===== src/rtl/bus_arbiter_2_if.sv =====
// Handshake and bus signals shared between the two requesters and the arbiter.
interface bus_arbiter_2_if #(
  parameter int unsigned WIDTH = 4
) ();
  logic             req0;
  logic [WIDTH-1:0] data0;
  logic             last0;
  logic             req1;
  logic [WIDTH-1:0] data1;
  logic             last1;
  logic             grant0;
  logic             grant1;
  logic             select;
  logic             bus_valid;
  logic [WIDTH-1:0] bus_data;
  logic             busy;

  // Requester side: drives requests and beats, observes grants and the bus.
  modport master (
    output req0, data0, last0, req1, data1, last1,
    input  grant0, grant1, select, bus_valid, bus_data, busy
  );

  // Arbiter side.
  modport slave (
    input  req0, data0, last0, req1, data1, last1,
    output grant0, grant1, select, bus_valid, bus_data, busy
  );
endinterface


===== src/rtl/bus_arbiter_2.sv =====
// Two-requester round-robin arbiter that sequences beats onto a shared registered bus.
// A grant lasts until the owner's last beat, a dropped request, or MAX_BURST beats while the
// other side is waiting.
module bus_arbiter_2 #(
  parameter int unsigned WIDTH     = 4,
  parameter int unsigned MAX_BURST = 4,
  parameter int unsigned CNT_W     = 3
) (
  input logic             clk,
  input logic             reset,
  bus_arbiter_2_if.slave  bus
);

  typedef enum logic [1:0] {StIdle, StOwn0, StOwn1} state_e;

  localparam logic [CNT_W-1:0] MaxCnt = CNT_W'(MAX_BURST);

  state_e           state_q, state_d;
  logic             ptr_q, ptr_d;     // 0 favours requester 0, 1 favours requester 1
  logic [CNT_W-1:0] cnt_q, cnt_d;
  logic             sel_q, sel_d;
  logic             valid_q, valid_d;
  logic [WIDTH-1:0] data_q, data_d;

  logic             own_is1;
  logic             own_req;
  logic             own_last;
  logic             other_req;
  logic [WIDTH-1:0] own_data;
  logic [CNT_W-1:0] cnt_inc;
  logic             rel;

  // Next-state, beat capture and release decision.
  always_comb begin
    state_d   = state_q;
    ptr_d     = ptr_q;
    cnt_d     = cnt_q;
    valid_d   = 1'b0;
    data_d    = data_q;
    rel       = 1'b0;
    own_is1   = (state_q == StOwn1);
    own_req   = own_is1 ? bus.req1  : bus.req0;
    own_last  = own_is1 ? bus.last1 : bus.last0;
    own_data  = own_is1 ? bus.data1 : bus.data0;
    other_req = own_is1 ? bus.req0  : bus.req1;
    cnt_inc   = (cnt_q == MaxCnt) ? cnt_q : cnt_q + CNT_W'(1);

    unique case (state_q)
      StIdle: begin
        if (bus.req0 && (!bus.req1 || !ptr_q)) begin
          state_d = StOwn0;
        end else if (bus.req1) begin
          state_d = StOwn1;
        end
      end
      StOwn0, StOwn1: begin
        if (own_req) begin
          valid_d = 1'b1;
          data_d  = own_data;
          cnt_d   = cnt_inc;
        end
        // Last beat, dropped request, or burst limit reached with the other side waiting.
        rel = !own_req || own_last || ((cnt_inc == MaxCnt) && other_req);
        if (rel) begin
          ptr_d   = ~own_is1;
          cnt_d   = '0;
          state_d = other_req ? (own_is1 ? StOwn0 : StOwn1) : StIdle;
        end
      end
      default: state_d = StIdle;
    endcase
  end

  // Mux select tracks the owner and holds its last value while idle.
  always_comb begin
    sel_d = sel_q;
    if (state_d == StOwn1) begin
      sel_d = 1'b1;
    end else if (state_d == StOwn0) begin
      sel_d = 1'b0;
    end
  end

  // State and bus registers with synchronous reset.
  always_ff @(posedge clk) begin
    if (reset) begin
      state_q <= StIdle;
      ptr_q   <= 1'b0;
      cnt_q   <= '0;
      sel_q   <= 1'b0;
      valid_q <= 1'b0;
      data_q  <= '0;
    end else begin
      state_q <= state_d;
      ptr_q   <= ptr_d;
      cnt_q   <= cnt_d;
      sel_q   <= sel_d;
      valid_q <= valid_d;
      data_q  <= data_d;
    end
  end

  // Grants decode straight from the registered state.
  assign bus.grant0    = (state_q == StOwn0);
  assign bus.grant1    = (state_q == StOwn1);
  assign bus.busy      = (state_q == StOwn0) || (state_q == StOwn1);
  assign bus.select    = sel_q;
  assign bus.bus_valid = valid_q;
  assign bus.bus_data  = data_q;

endmodule


===== src/flat_wrapper.sv =====
// flat-port wrapper written by rule: the top's interface ports become plain ports
module bus_arbiter_2_flat 
#(
  parameter int unsigned WIDTH     = 4,
  parameter int unsigned MAX_BURST = 4,
  parameter int unsigned CNT_W     = 3
)
  (clk, reset, bus_req0, bus_data0, bus_last0, bus_req1, bus_data1, bus_last1, bus_grant0, bus_grant1, bus_select, bus_bus_valid, bus_bus_data, bus_busy);
  bus_arbiter_2_if #(.WIDTH(WIDTH)) bus_i ();
  input logic clk;
  input logic reset;
  input wire logic [$bits(bus_i.req0)-1:0] bus_req0;
  input wire logic [$bits(bus_i.data0)-1:0] bus_data0;
  input wire logic [$bits(bus_i.last0)-1:0] bus_last0;
  input wire logic [$bits(bus_i.req1)-1:0] bus_req1;
  input wire logic [$bits(bus_i.data1)-1:0] bus_data1;
  input wire logic [$bits(bus_i.last1)-1:0] bus_last1;
  output wire logic [$bits(bus_i.grant0)-1:0] bus_grant0;
  output wire logic [$bits(bus_i.grant1)-1:0] bus_grant1;
  output wire logic [$bits(bus_i.select)-1:0] bus_select;
  output wire logic [$bits(bus_i.bus_valid)-1:0] bus_bus_valid;
  output wire logic [$bits(bus_i.bus_data)-1:0] bus_bus_data;
  output wire logic [$bits(bus_i.busy)-1:0] bus_busy;
  assign bus_i.req0 = bus_req0;
  assign bus_i.data0 = bus_data0;
  assign bus_i.last0 = bus_last0;
  assign bus_i.req1 = bus_req1;
  assign bus_i.data1 = bus_data1;
  assign bus_i.last1 = bus_last1;
  assign bus_grant0 = bus_i.grant0;
  assign bus_grant1 = bus_i.grant1;
  assign bus_select = bus_i.select;
  assign bus_bus_valid = bus_i.bus_valid;
  assign bus_bus_data = bus_i.bus_data;
  assign bus_busy = bus_i.busy;
  bus_arbiter_2 #(.WIDTH(WIDTH), .MAX_BURST(MAX_BURST), .CNT_W(CNT_W)) u_core (.clk(clk), .reset(reset), .bus(bus_i));
endmodule

===== config.mk =====
export PLATFORM = sky130hd
export DESIGN_NAME = bus_arbiter_2_flat
export DESIGN_NICKNAME = d
export VERILOG_FILES = /design/src/rtl/bus_arbiter_2_if.sv /design/src/rtl/bus_arbiter_2.sv /design/src/flat_wrapper.sv
export SDC_FILE = /design/constraint.sdc
export NUM_CORES = 1
export LEC_CHECK = 0
export CAP_MARGIN = 20
export CORE_UTILIZATION = 54
export DETAILED_ROUTE_END_ITERATION = 10
export DONT_BUFFER_PORTS = 1
export GPL_ROUTABILITY_DRIVEN = 1
export PLACE_DENSITY = 0.72
export SETUP_SLACK_MARGIN = 0.05
export SYNTH_ARGS = -nofsm -noshare
export SYNTH_HDL_FRONTEND = slang
export SYNTH_SLANG_ARGS = --single-unit

===== constraint.sdc =====
create_clock -name clk -period 2.2 [get_ports clk]
set_input_delay 0.33 -clock clk [delete_from_list [all_inputs] [get_ports clk]]
set_output_delay 0.33 -clock clk [all_outputs]
set_load 0.02 [all_outputs]

==> run_summary.xml, run 1 <==
<?xml version="1.0" encoding="UTF-8"?>
<metrics>
  <group name="outcome">
    <metric name="status" unit="">completed</metric>
  </group>
  <group name="die">
    <metric name="die_area" unit="um2">1680</metric>
    <metric name="std_cell_rows" unit="">13</metric>
    <metric name="core_area" unit="um2">1350</metric>
    <metric name="die_w" unit="um">41.0</metric>
    <metric name="number_of_i_o_pins" unit="">23</metric>
    <metric name="starting_density" unit="">0.607</metric>
    <metric name="die_y" unit="um">41.0</metric>
  </group>
  <group name="critical_path">
    <metric name="path_max_fanout" unit="">5</metric>
    <metric name="worstPathRequired" unit="ns">2.36</metric>
    <metric name="critPathCaptureType" unit="">flop</metric>
    <metric name="worst_ep_arrival_time" unit="ns">2.22</metric>
    <metric name="timing_worst_setup_path_type" unit="">flop to flop</metric>
    <metric name="worst_setup_path_start_kind" unit="">flop</metric>
  </group>
  <group name="clock_tree">
    <metric name="cts_num_sinks" unit="">12</metric>
    <metric name="clockBufferDepth" unit="">2</metric>
    <metric name="tritoncts" unit="">done</metric>
    <metric name="cts_max_level" unit="">1</metric>
    <metric name="worst_setup_hold_path_clk_slew" unit="ns">0.07</metric>
    <metric name="cts-root-buf" unit="">sky130_fd_sc_hd__clkbuf_4</metric>
    <metric name="worstSkewPairLatency" unit="ns">0.26</metric>
    <metric name="cts_buffers" unit="">3</metric>
  </group>
  <group name="routing">
    <metric name="highest_layer" unit="">met4</metric>
    <metric name="number_of_drc_markers_in_iteration_0" unit="">20</metric>
    <metric name="dr_total_vias" unit="">746</metric>
    <metric name="wirelength_met1" unit="um">822</metric>
    <metric name="drtPass1Iterations" unit="">5</metric>
    <metric name="route.detailed.wl_per_inst" unit="um">15.1</metric>
    <metric name="finalWirelength" unit="um">1750</metric>
    <metric name="postRouteAntennaNets" unit="">0</metric>
    <metric name="route.met2.wl" unit="um">786</metric>
    <metric name="drcViolationCount" unit="">0</metric>
    <metric name="viasPerCell" unit="">6.43</metric>
    <metric name="met3WireLength" unit="um">111</metric>
  </group>
  <group name="synthesis">
    <metric name="synth_seq_area_share" unit="">0.293</metric>
    <metric name="async_flop_share" unit="">0</metric>
    <metric name="yosys_register_bits" unit="">12</metric>
    <metric name="synth_cell_types" unit="">35</metric>
    <metric name="post_synth_inst_count" unit="">95</metric>
    <metric name="synthesis.yosys.warnings" unit="">0</metric>
    <metric name="synth_enable_flop_cells" unit="">0</metric>
    <metric name="mappedNetlistArea" unit="um2">820</metric>
    <metric name="syn-mean-instance-area" unit="um2">8.63</metric>
    <metric name="dominantRegCellSynth" unit="">sky130_fd_sc_hd__dfxtp_1</metric>
    <metric name="synth_fp_nets" unit="">116</metric>
  </group>
  <group name="timing">
    <metric name="worstMarginPinSlew" unit="ns">0.334</metric>
    <metric name="rsz0062_at_grt" unit="">false</metric>
    <metric name="final-hold-violation-count" unit="">0</metric>
    <metric name="finalCritPeriodShare" unit="">0.934</metric>
    <metric name="finalMaxSlewViolations" unit="">0</metric>
    <metric name="layout_min_cycle_time" unit="ns">2.05</metric>
    <metric name="timing.final.ws_setup" unit="ns">0.145</metric>
    <metric name="clock.fmax" unit="GHz">0.487</metric>
    <metric name="worst_slew_margin_relative_to_its_limit" unit="">0.777</metric>
    <metric name="setup_viol" unit="">0</metric>
    <metric name="fin_worst_skew" unit="ns">0.000592</metric>
    <metric name="worst_hold_slack" unit="ns">0.121</metric>
  </group>
  <group name="finish">
    <metric name="n_antenna_cell" unit="">0</metric>
    <metric name="final_util" unit="">0.704</metric>
    <metric name="flow.area_growth_from_synthesis" unit="%">16.0</metric>
    <metric name="finalNetCount" unit="">124</metric>
    <metric name="final_layout_size_suffix_gt1_frac" unit="">0.277</metric>
  </group>
  <group name="flow_run">
    <metric name="max_cap_viols" unit="">0</metric>
  </group>
  <group name="min_path">
    <metric name="min-delay-path-class" unit="">primary input to flop</metric>
  </group>
  <group name="placed_design">
    <metric name="place_hpwl" unit="um">1310</metric>
    <metric name="numPortBuffers" unit="">0</metric>
    <metric name="pre_cts_ws" unit="ns">-0.0195</metric>
    <metric name="routabilityCongestion" unit="">0.798</metric>
  </group>
  <group name="pwr">
    <metric name="power-per-cell-area" unit="nW/um2">1140</metric>
    <metric name="vdd_ir_drop_max" unit="uV">787</metric>
    <metric name="leakage" unit="uW">0.000332</metric>
  </group>
  <group name="global_route">
    <metric name="grt_start_max_net_pins" unit="">13</metric>
    <metric name="grt_antenna_before_repair" unit="">0</metric>
    <metric name="grt_pass1_vias" unit="">650</metric>
    <metric name="grtUsageTotal" unit="">0.239</metric>
    <metric name="grt_pass1_wl" unit="um">2590</metric>
    <metric name="globalRouteOverflowTotal" unit="">0</metric>
  </group>
</metrics>
-- final timing paths --
check / startpoint / endpoint / slack (ns) / cells after the start
worst max-delay path: u_core.cnt_q[0] / u_core.bus.select / 0.15 / 9
worst max register to register: u_core.cnt_q[0] / u_core.bus.select / 0.15 / 9
worst min register to register: u_core.cnt_q[1] / u_core.cnt_q[1] / 0.52 / 2
worst min-delay path: reset / u_core.cnt_q[0] / 0.12 / 1
-- worst max-delay path: stages, from the launching register on --
cell and delay, ns:
sky130_fd_sc_hd__dfxtp_4 0.37, sky130_fd_sc_hd__inv_1 0.06, sky130_fd_sc_hd__ha_2 0.20, sky130_fd_sc_hd__nand4bb_4 0.20, sky130_fd_sc_hd__a311o_1 0.39, sky130_fd_sc_hd__nand4_1 0.10, sky130_fd_sc_hd__o211ai_1 0.10, sky130_fd_sc_hd__ha_1 0.31
sky130_fd_sc_hd__mux2i_1 0.18, sky130_fd_sc_hd__nor2_1 0.05
-- cell usage in the layout, fill, tap and decap left out, types with 4 or more instances in the layout --
cell and n:
sky130_fd_sc_hd__nand2_1 4, sky130_fd_sc_hd__a211oi_1 4, sky130_fd_sc_hd__inv_1 4, sky130_fd_sc_hd__mux2i_1 7, sky130_fd_sc_hd__nand3b_1 4, sky130_fd_sc_hd__dfxtp_1 8, sky130_fd_sc_hd__nor2_1 9, sky130_fd_sc_hd__nand4_1 4
sky130_fd_sc_hd__buf_4 6
-- cells by family after synthesis --
kind of cell,Yosys count,share of synthesized area
adder cells (fa/ha/maj),7,0.107
flip-flops,12,0.293
AND/OR/NAND/NOR,35,0.249
multiplexers,8,0.0992
buffers and inverters,9,0.0473
AO/OA/AOI/OAI,24,0.205
-- cell usage after synthesis, types with 2 or more instances --
library cell	count	area, um2
sky130_fd_sc_hd__o2111ai_1	2	17.5
sky130_fd_sc_hd__inv_1	5	18.8
sky130_fd_sc_hd__and4_1	2	17.5
sky130_fd_sc_hd__nand2_1	4	15.0
sky130_fd_sc_hd__o21ai_0	2	10.0
sky130_fd_sc_hd__a31oi_1	2	12.5
sky130_fd_sc_hd__nor2_1	10	37.5
sky130_fd_sc_hd__a21oi_1	3	15.0
sky130_fd_sc_hd__ha_1	7	87.6
sky130_fd_sc_hd__nand4_1	4	25.0
sky130_fd_sc_hd__nor2b_1	3	18.8
sky130_fd_sc_hd__a211oi_1	4	30.0
sky130_fd_sc_hd__nand3b_1	4	30.0
sky130_fd_sc_hd__mux2i_1	7	70.1
sky130_fd_sc_hd__o21ai_1	3	15.0
sky130_fd_sc_hd__dfxtp_1	12	240
sky130_fd_sc_hd__o211ai_1	3	22.5
-- power by group --
group,switching [uW],internal [uW],leakage [uW]
sequential,100,288,0.000100
combinational,319,245,0.000218
clock,66.0,63.1,0.0000138
-- state kept, by name, indices dropped and copies added, names as in the netlist --
name	cells
u_core.bus.select	1
u_core.bus.bus_data	4
u_core.state_q	2
u_core.bus.bus_valid	1
u_core.cnt_q	3
u_core.ptr_q	1
-- per-layer routing --
metal,up-vias,track usage
li1,366,-
met1,345,0.290
met2,30,0.383
met3,5,0.0380
met4,0,0.158
met5,-,0
-- timing repair --
action	in CTS	in global routing
setup buffers	0	1
hold buffers	0	0
pin swaps	1	7
hold endpoints to repair	0	0
setup endpoints to repair	1	1
gates resized for setup	1	11
-- stage by stage --
stage,area [um2],instances,TNS [ns],total power (uW)
6_report,951,116,0,1080
5_1_grt,951,116,0,1170
4_1_cts,898,115,0,1050
3_5_place_dp,875,112,-0.0195,917
3_3_place_gp,875,112,0,909
2_1_floorplan,835,95,0,817
-- layout make-up --
cell class / count / area, um2
fillers: 110 / 399
repair buffers: 6 / 45.0
inverters: 6 / 25.0
flip-flops and latches: 12 / 248
well taps: 15 / 18.8
multi-input cells: 74 / 592
clock buffers: 3 / 22.5
(Power assumes the default switching activity.)
==> inputs of run 2 (changes only) <==
- ABC_CLOCK_PERIOD_IN_PS: unset -> 2100
- CORE_UTILIZATION: 54 -> 60
- PLACE_DENSITY: 0.72 -> 0.76
- clock period: 2.2 -> 2.1 ns (I/O delays scaled with it)
==> run_summary.xml, run 2 (synthesis results as in run 1) <==
<?xml version="1.0" encoding="UTF-8"?>
<metrics>
  <group name="outcome">
    <metric name="status" unit="">completed</metric>
  </group>
  <group name="timing">
    <metric name="finalMaxSlewViolations" unit="">0</metric>
    <metric name="layout_min_cycle_time" unit="ns">2.08</metric>
    <metric name="final-hold-violation-count" unit="">0</metric>
    <metric name="setup_tns" unit="ns">0</metric>
    <metric name="setup_viol" unit="">0</metric>
    <metric name="finalCritPeriodShare" unit="">0.992</metric>
    <metric name="fin_worst_skew" unit="ns">0.0126</metric>
    <metric name="timing.final.ws_setup" unit="ns">0.0174</metric>
    <metric name="worstMarginPinSlew" unit="ns">0.346</metric>
    <metric name="clock.fmax" unit="GHz">0.480</metric>
    <metric name="worst_slew_margin_relative_to_its_limit" unit="">0.767</metric>
    <metric name="rsz0062_at_grt" unit="">true</metric>
  </group>
  <group name="global_route">
    <metric name="grt_pass1_wl" unit="um">3240</metric>
    <metric name="grt_pass1_vias" unit="">781</metric>
    <metric name="grt_start_max_net_pins" unit="">13</metric>
    <metric name="globalRouteOverflowTotal" unit="">0</metric>
    <metric name="grt_antenna_before_repair" unit="">0</metric>
    <metric name="grtUsageTotal" unit="">0.319</metric>
  </group>
  <group name="routing">
    <metric name="drtPass1Iterations" unit="">4</metric>
    <metric name="number_of_drc_markers_in_iteration_0" unit="">37</metric>
    <metric name="finalWirelength" unit="um">2160</metric>
    <metric name="route.detailed.wl_per_inst" unit="um">17.0</metric>
    <metric name="dr_total_vias" unit="">822</metric>
    <metric name="postRouteAntennaNets" unit="">0</metric>
    <metric name="drcViolationCount" unit="">0</metric>
    <metric name="viasPerCell" unit="">6.47</metric>
  </group>
  <group name="critical_path">
    <metric name="worst_ep_arrival_time" unit="ns">2.26</metric>
    <metric name="worstPathRequired" unit="ns">2.28</metric>
    <metric name="critical_path.top_delay_family" unit="">simple AND/OR/NAND/NOR gates</metric>
    <metric name="depth_of_the_most_critical_reg_to_reg_path" unit="">9</metric>
    <metric name="worst_setup_path_start_kind" unit="">flop</metric>
    <metric name="critical_path_depth" unit="">9</metric>
    <metric name="cp.buffers_inverters" unit="">1</metric>
    <metric name="critical-path-slowest-cell" unit="">sky130_fd_sc_hd__or3b_4</metric>
    <metric name="critical_path.cell_chain" unit="">inv_4 &gt; ha_4 &gt; or3b_4 &gt; and2_4 &gt; o2111ai_2 &gt; o211ai_1 &gt; ha_1 &gt; mux2i_1 &gt; nor2_1</metric>
    <metric name="critPathCaptureType" unit="">flop</metric>
    <metric name="timing_worst_setup_path_type" unit="">flop to flop</metric>
    <metric name="path_max_fanout" unit="">4</metric>
    <metric name="slowest_delay" unit="ns">0.40</metric>
  </group>
  <group name="min_path">
    <metric name="hold_path_depth" unit="">1</metric>
    <metric name="min-delay-path-class" unit="">primary input to flop</metric>
  </group>
  <group name="die">
    <metric name="number_of_i_o_pins" unit="">23</metric>
    <metric name="core_area" unit="um2">1190</metric>
    <metric name="starting_density" unit="">0.691</metric>
    <metric name="std_cell_rows" unit="">12</metric>
    <metric name="die_y" unit="um">39.0</metric>
    <metric name="die_area" unit="um2">1520</metric>
    <metric name="die_w" unit="um">39.0</metric>
  </group>
  <group name="finish">
    <metric name="n_antenna_cell" unit="">0</metric>
    <metric name="layout_commonest_cell" unit="">sky130_fd_sc_hd__buf_4</metric>
    <metric name="highest_count_cells_in_the_layout_ignoring_fill_and_taps" unit="">sky130_fd_sc_hd__buf_4, sky130_fd_sc_hd__nor2_1, sky130_fd_sc_hd__dfxtp_1</metric>
    <metric name="final_layout_size_suffix_gt1_frac" unit="">0.354</metric>
    <metric name="flow.area_growth_from_synthesis" unit="%">28.7</metric>
    <metric name="largest_register_ff_count" unit="">4</metric>
    <metric name="finalNetCount" unit="">135</metric>
    <metric name="count_of_non_filler_cells_in_the_finished_layout" unit="">127</metric>
  </group>
  <group name="pwr">
    <metric name="netSwitchingPower" unit="uW">565</metric>
    <metric name="power.switching_fraction" unit="">0.434</metric>
    <metric name="power.internal" unit="uW">736</metric>
    <metric name="power-per-cell-area" unit="nW/um2">1230</metric>
    <metric name="total_power" unit="uW">1300</metric>
    <metric name="p_seq_frac" unit="">0.307</metric>
    <metric name="vdd_ir_drop_max" unit="uV">979</metric>
    <metric name="comb_power_share" unit="">0.576</metric>
    <metric name="leakage" unit="uW">0.000391</metric>
    <metric name="clock_power_share" unit="">0.116</metric>
  </group>
  <group name="placed_design">
    <metric name="place_hpwl" unit="um">1460</metric>
    <metric name="numPortBuffers" unit="">0</metric>
    <metric name="routabilityCongestion" unit="">0.837</metric>
    <metric name="place_inst" unit="">117</metric>
    <metric name="pre_cts_ws" unit="ns">-0.0606</metric>
  </group>
  <group name="clock_tree">
    <metric name="cts_buffers" unit="">3</metric>
    <metric name="worst_setup_hold_path_clk_slew" unit="ns">0.08</metric>
    <metric name="cts_max_level" unit="">1</metric>
    <metric name="clockBufferDepth" unit="">2</metric>
    <metric name="tritoncts" unit="">done</metric>
    <metric name="cts_num_sinks" unit="">12</metric>
    <metric name="cts-root-buf" unit="">sky130_fd_sc_hd__clkbuf_4</metric>
    <metric name="cts_hold_buf" unit="">0</metric>
    <metric name="worstSkewPairLatency" unit="ns">0.28</metric>
  </group>
  <group name="flow_run">
    <metric name="max_cap_viols" unit="">0</metric>
  </group>
</metrics>
-- run 2: changes by cell type in the layout (fill, tap and decap cells not counted) --
cell,previous run,this run
sky130_fd_sc_hd__ha_2,3,1
sky130_fd_sc_hd__ha_4,1,3
sky130_fd_sc_hd__dfxtp_1,8,9
sky130_fd_sc_hd__dfxtp_2,3,2
sky130_fd_sc_hd__clkbuf_1,0,1
sky130_fd_sc_hd__inv_2,1,3
sky130_fd_sc_hd__inv_1,4,2
sky130_fd_sc_hd__buf_4,6,17
-- run 2: worst paths after layout --
| path | start | to | slack (ns) |
|---|---|---|---|
| max reg2reg | u_core.state_q[0] | u_core.bus.select | 0.02 |
| min | reset | u_core.bus.select | 0.09 |
| max | u_core.state_q[0] | u_core.bus.select | 0.02 |
| min reg2reg | u_core.cnt_q[1] | u_core.cnt_q[1] | 0.55 |
-- run 2: power by group through the flow --
stage | clock (uW) | sequential [uW] | combinational, uW
4_1_cts | 153 | 400 | 723
3_5_place_dp | 0 | 403 | 657
5_1_grt | 162 | 408 | 802
3_3_place_gp | 0 | 399 | 634
6_report | 152 | 400 | 750
2_1_floorplan | 0 | 399 | 487
-- run 2: layer usage --
layer / routed length (um) / track usage
met1: 900 / 0.362
met2: 1010 / 0.542
met3: 159 / 0.0347
met4: 93 / 0.233
met5: 0 / 0
-- run 2: layout make-up --
class / count / area (um2)
flip-flops and latches: 12 / 246
well taps: 14 / 17.5
repair buffers: 17 / 128
inverters: 6 / 25.0
fillers: 57 / 131
clock buffers: 4 / 26.3
multi-input cells: 74 / 612
-- run 2: stage by stage --
step | utilization | instance area [um2] | hold WS, ns
2_1_floorplan | - | 851 | 0.485
3_3_place_gp | 0.788 | 935 | 0.389
3_5_place_dp | 0.788 | 935 | 0.391
4_1_cts | 0.887 | 1050 | 0.0873
5_1_grt | 0.889 | 1050 | 0.0792
6_report | 0.889 | 1050 | 0.0880
-- run 2: timing repair --
item                       CTS  global route
resized for setup           10             1
buffers inserted             6             0
setup endpoints to repair    1             1
pin swaps                    9             0
==> inputs of run 3 (changes only) <==
- REMOVE_ABC_BUFFERS: unset -> 1
==> run_summary.xml, run 3 (synthesis results as in run 1) <==
<?xml version="1.0" encoding="UTF-8"?>
<metrics>
  <group name="timing">
    <metric name="layout_min_cycle_time" unit="ns">2.09</metric>
    <metric name="final-hold-violation-count" unit="">0</metric>
    <metric name="finalMaxSlewViolations" unit="">0</metric>
    <metric name="worstMarginPinSlew" unit="ns">0.384</metric>
    <metric name="clock.fmax" unit="GHz">0.478</metric>
    <metric name="setup_viol" unit="">0</metric>
    <metric name="worst_slew_margin_relative_to_its_limit" unit="">0.742</metric>
    <metric name="setup_tns" unit="ns">0</metric>
    <metric name="rsz0062_at_grt" unit="">true</metric>
    <metric name="finalCritPeriodShare" unit="">0.996</metric>
    <metric name="fin_worst_skew" unit="ns">0.00175</metric>
  </group>
  <group name="critical_path">
    <metric name="slowest_delay" unit="ns">0.37</metric>
    <metric name="worst_ep_arrival_time" unit="ns">2.27</metric>
    <metric name="critical-path-slowest-cell" unit="">sky130_fd_sc_hd__or3b_4</metric>
    <metric name="path_max_fanout" unit="">3</metric>
    <metric name="worstPathRequired" unit="ns">2.28</metric>
    <metric name="timing_worst_setup_path_type" unit="">flop to flop</metric>
    <metric name="critPathCaptureType" unit="">flop</metric>
    <metric name="critical_path.cell_chain" unit="">inv_2 &gt; ha_4 &gt; or3b_4 &gt; and2_4 &gt; o2111ai_2 &gt; o211ai_1 &gt; ha_1 &gt; mux2i_1 &gt; nor2_1</metric>
    <metric name="worst_setup_path_start_kind" unit="">flop</metric>
  </group>
  <group name="global_route">
    <metric name="grt_pass1_vias" unit="">786</metric>
    <metric name="grt_start_max_net_pins" unit="">13</metric>
    <metric name="grtUsageTotal" unit="">0.323</metric>
    <metric name="globalRouteOverflowTotal" unit="">0</metric>
    <metric name="grt_antenna_before_repair" unit="">0</metric>
    <metric name="grt_pass1_wl" unit="um">3260</metric>
  </group>
  <group name="flow_run">
    <metric name="max_cap_viols" unit="">0</metric>
  </group>
  <group name="clock_tree">
    <metric name="cts_hold_buf" unit="">0</metric>
    <metric name="clockBufferDepth" unit="">2</metric>
    <metric name="tritoncts" unit="">done</metric>
    <metric name="worst_setup_hold_path_clk_slew" unit="ns">0.09</metric>
    <metric name="cts_num_sinks" unit="">12</metric>
    <metric name="worstSkewPairLatency" unit="ns">0.28</metric>
    <metric name="cts_max_level" unit="">1</metric>
    <metric name="cts-root-buf" unit="">sky130_fd_sc_hd__clkbuf_4</metric>
    <metric name="cts_buffers" unit="">3</metric>
  </group>
  <group name="routing">
    <metric name="drcViolationCount" unit="">0</metric>
    <metric name="viasPerCell" unit="">7.01</metric>
    <metric name="drtPass1Iterations" unit="">4</metric>
    <metric name="number_of_drc_markers_in_iteration_0" unit="">67</metric>
    <metric name="finalWirelength" unit="um">2690</metric>
    <metric name="postRouteAntennaNets" unit="">0</metric>
    <metric name="dr_total_vias" unit="">890</metric>
    <metric name="route.detailed.wl_per_inst" unit="um">21.2</metric>
  </group>
  <group name="finish">
    <metric name="highest_count_cells_in_the_layout_ignoring_fill_and_taps" unit="">sky130_fd_sc_hd__buf_4, sky130_fd_sc_hd__nor2_1, sky130_fd_sc_hd__dfxtp_1</metric>
    <metric name="final_area" unit="um2">1090</metric>
    <metric name="layout.filler_cells" unit="">50</metric>
    <metric name="flow.area_growth_from_synthesis" unit="%">33.0</metric>
    <metric name="n_antenna_cell" unit="">0</metric>
    <metric name="finalNetCount" unit="">135</metric>
    <metric name="largest_register_ff_count" unit="">4</metric>
    <metric name="final_layout_size_suffix_gt1_frac" unit="">0.372</metric>
    <metric name="layout_commonest_cell" unit="">sky130_fd_sc_hd__buf_4</metric>
  </group>
  <group name="die">
    <metric name="core_area" unit="um2">1190</metric>
    <metric name="std_cell_rows" unit="">12</metric>
    <metric name="die_w" unit="um">39.0</metric>
    <metric name="number_of_i_o_pins" unit="">23</metric>
    <metric name="die_area" unit="um2">1520</metric>
    <metric name="starting_density" unit="">0.691</metric>
    <metric name="die_y" unit="um">39.0</metric>
  </group>
  <group name="min_path">
    <metric name="min-delay-path-class" unit="">primary input to flop</metric>
  </group>
  <group name="pwr">
    <metric name="leakage" unit="uW">0.000401</metric>
    <metric name="power-per-cell-area" unit="nW/um2">1250</metric>
    <metric name="vdd_ir_drop_max" unit="uV">1010</metric>
  </group>
  <group name="placed_design">
    <metric name="numPortBuffers" unit="">0</metric>
    <metric name="placed_area" unit="um2">926</metric>
    <metric name="place_hpwl" unit="um">1490</metric>
    <metric name="routabilityCongestion" unit="">0.884</metric>
  </group>
  <group name="outcome">
    <metric name="status" unit="">completed</metric>
  </group>
</metrics>
-- run 3: layout make-up --
type,instances,area (um2),area share
Inverter,6,25.0,0.0230
Multi-Input combinational cell,74,626,0.574
Sequential cell,12,250,0.230
Tap cell,14,17.5,0.0161
Clock buffer,4,36.3,0.0333
Timing Repair Buffer,17,135,0.124
-- run 3: critical path: cells and delay by family, from the launching register on --
family / cells / cell delay, ns
buf+inv: 1 / 0.05
mux: 1 / 0.18
compound gates: 2 / 0.36
flops: 1 / 0.34
fa+ha+maj: 2 / 0.46
simple gates: 3 / 0.60
-- run 3: path summary, 6_finish.rpt --
kind	to	depth (start not counted)	slack (ns)	startpoint
setup / recovery	u_core.bus.select	9	0.008	u_core.state_q[0]
hold / removal	u_core.cnt_q[1]	1	0.09	reset
setup reg to reg	u_core.bus.select	9	0.008	u_core.state_q[0]
hold reg to reg	u_core.cnt_q[1]	2	0.56	u_core.cnt_q[1]
-- run 3: timing repair --
item | CTS | global route
pin swaps | 8 | 9
buffers inserted | 1 | 2
gates resized for setup | 14 | 11
cloned | 0 | 0
endpoints found under the setup margin | 1 | 1
-- run 3: through the flow --
stage	hold WS (ns)	total power, uW	cells	setup slack [ns]	util
global placement	0.389	1000	120	0.0530	0.781
floorplan	0.384	821	92	-0.312	-
detailed placement	0.388	1030	120	-0.0627	0.781
CTS	0.0936	1270	125	0.0560	0.862
finish	0.0904	1360	127	0.00781	0.919
global route	0.0888	1430	127	-0.0497	0.919
-- run 3: routing by layer --
metal | global-route usage | share of wire | up-vias
met5 | 0 | 0 | -
met4 | 0.121 | 0.050 | 0
met3 | 0.0694 | 0.11 | 25
met2 | 0.600 | 0.46 | 75
met1 | 0.348 | 0.37 | 401
li1 | - | - | 389
-- run 3: where the power goes --
part,switching (uW),leakage [uW],total (uW),internal (uW)
clock,89.2,0.0000210,195,105
combinational,424,0.000280,770,346
sequential,97.7,0.000100,398,300
